[src/rtl/serial_sub5_pkg.sv]
// Shared types and constants for the bit-serial subtractor.
package serial_sub5_pkg;

  localparam int unsigned SUB_WIDTH = 5;

  typedef enum logic [1:0] {
    IDLE  = 2'd0,
    SHIFT = 2'd1,
    DONE  = 2'd2
  } sub_state_t;

  // Bit-counter width: clog2 of the operand width, never below one bit.
  function automatic int unsigned cnt_width(input int unsigned w);
    return (w <= 2) ? 1 : $clog2(w);
  endfunction

endpackage

[src/rtl/full_sub_cell.sv]
// One-bit full subtractor: d = a - b - bin, bout set when a < b + bin.
module full_sub_cell (
  input  logic a,
  input  logic b,
  input  logic bin,
  output logic d,
  output logic bout
);

  // Difference and borrow, purely combinational.
  always_comb begin
    d    = a ^ b ^ bin;
    bout = (~a & b) | (~(a ^ b) & bin);
  end

endmodule

[src/rtl/serial_sub5.sv]
// Bit-serial subtractor: diff = a - b - borrow_in, one bit per clock, LSB first.
// Optional signed-overflow output enabled by defining SERIAL_SUB5_SIGNED_OVF_EN.
module serial_sub5
  import serial_sub5_pkg::*;
#(
  parameter int unsigned WIDTH = SUB_WIDTH
) (
  input  logic             clk,
  input  logic             rst,
  input  logic             start,
  input  logic [WIDTH-1:0] a,
  input  logic [WIDTH-1:0] b,
  input  logic             borrow_in,
  output logic             busy,
  output logic             done,
  output logic [WIDTH-1:0] diff,
  output logic             borrow_out
`ifdef SERIAL_SUB5_SIGNED_OVF_EN
  ,
  output logic             overflow
`endif
);

  localparam int unsigned CNT_W = cnt_width(WIDTH);

  sub_state_t       state;
  sub_state_t       state_next;
  logic             load;
  logic             shift_en;
  logic             last;

  logic [WIDTH-1:0] a_sr;
  logic [WIDTH-1:0] b_sr;
  logic             br;
  logic [CNT_W-1:0] cnt;

  logic             cell_d;
  logic             cell_bout;

  // Single shared full-subtractor cell working on the current LSBs.
  full_sub_cell u_cell (
    .a    (a_sr[0]),
    .b    (b_sr[0]),
    .bin  (br),
    .d    (cell_d),
    .bout (cell_bout)
  );

  // Next-state and datapath control decode.
  always_comb begin
    state_next = state;
    load       = 1'b0;
    shift_en   = 1'b0;
    last       = (cnt == CNT_W'(WIDTH - 1));
    case (state)
      IDLE: begin
        if (start) begin
          state_next = SHIFT;
          load       = 1'b1;
        end
      end
      SHIFT: begin
        shift_en = 1'b1;
        if (last) begin
          state_next = DONE;
        end
      end
      DONE: begin
        state_next = IDLE;
      end
      default: begin
        state_next = IDLE;
      end
    endcase
  end

  // State register with registered busy/done status.
  always_ff @(posedge clk) begin
    if (rst) begin
      state <= IDLE;
      busy  <= 1'b0;
      done  <= 1'b0;
    end else begin
      state <= state_next;
      busy  <= (state_next != IDLE);
      done  <= (state_next == DONE);
    end
  end

  // Operand shift registers, borrow flop, bit counter and result.
  always_ff @(posedge clk) begin
    if (rst) begin
      a_sr       <= '0;
      b_sr       <= '0;
      br         <= 1'b0;
      cnt        <= '0;
      diff       <= '0;
      borrow_out <= 1'b0;
    end else if (load) begin
      a_sr       <= a;
      b_sr       <= b;
      br         <= borrow_in;
      cnt        <= '0;
      diff       <= '0;
      borrow_out <= 1'b0;
    end else if (shift_en) begin
      a_sr <= {1'b0, a_sr[WIDTH-1:1]};
      b_sr <= {1'b0, b_sr[WIDTH-1:1]};
      br   <= cell_bout;
      diff <= {cell_d, diff[WIDTH-1:1]};
      if (last) begin
        borrow_out <= cell_bout;
      end else begin
        cnt <= cnt + CNT_W'(1);
      end
    end
  end

`ifdef SERIAL_SUB5_SIGNED_OVF_EN
  logic a_msb;
  logic b_msb;

  // Signed overflow: operand signs differ and result sign departs from a.
  always_ff @(posedge clk) begin
    if (rst) begin
      a_msb    <= 1'b0;
      b_msb    <= 1'b0;
      overflow <= 1'b0;
    end else if (load) begin
      a_msb    <= a[WIDTH-1];
      b_msb    <= b[WIDTH-1];
      overflow <= 1'b0;
    end else if (shift_en && last) begin
      overflow <= (a_msb != b_msb) && (cell_d != a_msb);
    end
  end
`endif

endmodule

[config.mk]
export PLATFORM = sky130hd
export DESIGN_NAME = serial_sub5
export DESIGN_NICKNAME = d
export VERILOG_FILES = /design/src/rtl/serial_sub5_pkg.sv /design/src/rtl/full_sub_cell.sv /design/src/rtl/serial_sub5.sv
export SDC_FILE = /design/constraint.sdc
export NUM_CORES = 1
export LEC_CHECK = 0
export ABC_CLOCK_PERIOD_IN_PS = 2200
export CAP_MARGIN = 20
export CORE_AREA = 4 4 55 57
export CTS_CLUSTER_DIAMETER = 150
export DETAILED_ROUTE_END_ITERATION = 10
export DIE_AREA = 0 0 59 61
export HOLD_SLACK_MARGIN = 0.15
export PLACE_DENSITY_LB_ADDON = 0.05
export SLEW_MARGIN = 20
export SYNTH_ARGS = -nofsm -noshare
export SYNTH_HDL_FRONTEND = slang
export SYNTH_SLANG_ARGS = --single-unit
[constraint.sdc]
create_clock -name clk -period 2.2 [get_ports clk]
set_clock_uncertainty 0.2 [all_clocks]
set_input_delay 0.66 -clock clk [delete_from_list [all_inputs] [get_ports clk]]
set_output_delay 0.66 -clock clk [all_outputs]
set_load 0.01 [all_outputs]
==> metrics.md, run 1 <==
| Metric | Value |
|---|---|
| Status | `finished clean` |
| Setup-failing EPs final | `0` |
| Critical Path RT | `1.34 ns` |
| Via density | `roughly 5` |
| Placed Cells | `between 150 and 200` |
| Clock Tree Root | `clkbuf_4` |
| Library cells used by synthesis | `29` |
| GRT overflow | `0` |
| RSZ-0062 raised after global routing | `no` |
| Synth Register Bits | `24` |
| H-tree levels | `1` |
| ANT nets after route | `0` |
| Avg WL per Cell | `12.2 µm` |
| Fin Setup TNS | `0 ns` |
| Gate Count Post-Synth | `104` |
| Largest net degree at the start of global routing | `15` |
| Final Power | `roughly 0.91 mW` |
| # diodes | `0` |
| Crit path arrival time | `1.25 ns` |
| CTS tree | `built` |
| DIE HEIGHT | `61 µm` |
| Row cnt | `18` |
| Starting Density | `0.399` |
| Routability cong. | `around 0.66` |
| Static Leak | `about 0.51 nW` |
| Antenna violations before repair | `0` |
| Crit path capture type | `primary output` |
| Drt drc | `0` |
| Critical path peak fanout | `3` |
| Slowest CP cell | `clkdlybuf4s50_1` |
| Synthesized area | `990 µm²` |
| Critical path startpoint category | `flop` |
| Clock power frac | `0.354` |
| Worst slew margin | `0.727` |
| Layout net count | `150` |
| Slew Viols, Final | `0` |
| Register area share after synthesis | `0.485` |
| Max clock buf depth | `2` |
| Setup CP Type | `reg -> out` |
| Gr busiest metal | `met2` |
| Post-CTS Setup Repair Bufs | `0` |
| Pre-antenna DRT Iters | `4` |
| Switch Pwr | `0.203 mW` |
| Hold/Removal Path Class | `reg -> reg` |
| Fmax | `473 MHz` |
| CP cell instances | `clkdlybuf4s50_1` |
| Final period util | `0.960` |
| Comb power frac | `0.130` |
| CP bufs+invs | `1` |
| Die Width | `about 59 µm` |
| Num ports | `22` |
| Max-cap violations | `0` |
| Die area | `around 3600 µm²` |
| Synth Area per Inst | `about 9.5 µm²` |
| I/O Buffers | `21` |
| Cts bufs inserted | `3` |
| DP HPWL | `about 1500 µm` |
| Peak supply drop | `roughly 0.68 mV` |
| Final Non-Filler Cells | `~160` |
| Clock latency on the worst-skew pair | `~0.33 ns` |
| Cell family with most CP delay | `buffers and inverters` |
| Register clock-pin slew on the reported worst setup and hold paths | `around 0.14 ns` |
| First-pass GRT wire length | `around 3400 µm` |
| Power Internal | `~0.71 mW` |
| Final Hold Vio Count | `0` |
| DR vias | `roughly 810` |
| Core area | `2480 µm²` |
| Pwr Density | `about 690 nW/µm²` |
| Post-Synthesis Net Count | `around 120` |
| Global Route Usage Sum | `0.127` |
| Total Wirelength | `~2000 µm` |
| Vias in the first global route | `~760` |
| Yosys warning count | `0` |
| Net Sw Frac | `0.224` |
| CTS Sinks | `24` |
| Met3 Use GR | `0.0468` |
| Share of layout cells above drive strength 1 | `0.129` |
| Minimum clock period | `approximately 2.1 ns` |
| Slowest stage delay, CP | `between 0.5 and 0.6 ns` |
| Finished Core Util | `0.534` |
| Worst Max-Slew Pin Slew | `slightly above 0.4 ns` |
| Met1 GRT Util | `0.165` |
| Seq pwr share | `0.517` |
| GR Layer Usage met2 | `0.189` |
| Area Overhead vs Synth | `33.6%` |
| First DRT Iteration DRCs | `18` |
==> layer usage <==
metal,part of all wire,vias up,wire (µm)
met2,0.44,20,861
li1,-,428,-
met4,0.017,0,34
met5,0,-,0
met1,0.48,361,947
met3,0.064,4,127
==> worst paths after layout <==
path / slack [ns] / endpoint / from / cells after the start
setup / recovery: 0.09 / diff[1] / diff[1]$_SDFFE_PP0P_ / 1
setup reg to reg: 0.53 / b_sr[3]$_SDFFE_PP0P_ / state[1]$_SDFF_PP0_ / 3
hold / removal: 0.27 / diff[0]$_SDFFE_PP0P_ / diff[0]$_SDFFE_PP0P_ / 2
hold reg to reg: 0.27 / diff[0]$_SDFFE_PP0P_ / diff[0]$_SDFFE_PP0P_ / 2
==> what timing repair did <==
item                       in CTS  in global routing
hold buffers                    0                  0
resized for setup               0                  1
setup endpoints to repair       0                  1
==> cells in the final DEF (no fill, tap or decap) <==
master            n
a21oi_1           8
fa_1              1
nor2_1            8
nor2_2            1
o21ai_0           3
inv_1             5
o21ba_2           1
nand3_1           3
and2_1            6
clkbuf_4          3
and2b_1           1
dfxtp_1          24
or2_0             1
nor3_1            3
a211oi_1          4
bufinv_16         1
nor4b_2           1
dlymetal6s2s_1    1
ha_1              2
nand2_1           9
and4b_1           1
o21bai_1          1
a221o_1           5
a22oi_1           2
a211oi_2          1
nand2b_1          2
a221oi_1          1
buf_4             8
clkdlybuf4s50_1  20
o22ai_1           4
nor3b_2           1
==> Yosys cell counts <==
master    instances  share of area
a211oi_1          4          0.030
a211oi_2          1          0.013
a21oi_1           8          0.040
a221o_1           5          0.051
a221oi_1          1         0.0089
a22oi_1           2          0.015
and2_1            6          0.038
and2b_1           1         0.0076
and4b_1           1          0.010
buf_2             3          0.015
buf_6             1          0.011
clkbuf_1          1         0.0038
dfxtp_1          24           0.49
fa_1              1          0.020
ha_1              2          0.025
inv_1             5          0.019
nand2_1           9          0.034
nand2b_1          2          0.013
nand3_1           3          0.015
nor2_1            8          0.030
nor2_2            1         0.0063
nor3_1            3          0.015
nor3b_2           1          0.013
nor4b_2           1          0.015
o21ai_0           3          0.015
o21ba_2           1          0.010
o21bai_1          1         0.0076
o22ai_1           4          0.025
or2_0             1         0.0063
==> power by group through the flow <==
stage,Clock (mW),Sequential (mW),Combinational [mW]
final,0.321,0.469,0.118
after global routing,0.353,0.473,0.132
after CTS,0.334,0.470,0.120
after detailed placement,0,0.479,0.120
after global placement,0,0.479,0.118
after floorplan,0,0.475,0.0682
==> through the flow <==
stage	worst slack (ns)	instance area [µm²]	hold slack (ns)
after global placement	0.0340	1270	0.243
after detailed placement	0.0115	1270	0.257
after global routing	0.0114	1320	0.298
after floorplan	0.606	990	0.255
final	0.0876	1320	0.273
after CTS	0.0677	1320	0.276
==> state kept, by name, summed over array words and instances (netlist names) <==
register / cells
a_sr: 5
b_sr: 5
diff: 5
cnt: 3
state: 2
borrow_out: 1
br: 1
busy: 1
done: 1
==> logic make-up after synthesis <==
group,count (synthesis),synth area share
compound gates,30,0.216
fa+ha+maj,3,0.0455
buf+inv,10,0.0493
flops,24,0.485
simple gates,37,0.204
==> cell type report <==
cell class	instances	area (µm²)
repair buffers	29	273
fillers	250	1150
clock buffers	3	22.5
flip-flops and latches	24	480
inverters	5	18.8
clock inverters	1	30.0
multi-input cells	70	460
well taps	30	37.5
Power figures use the tool's default switching activity.
==> run 2, diff against run 1 <==
SLEW_MARGIN = unset   (was 20)
==> results of run 2 <==
No change in the layout: final DEF, timing and power equal those of run 1.
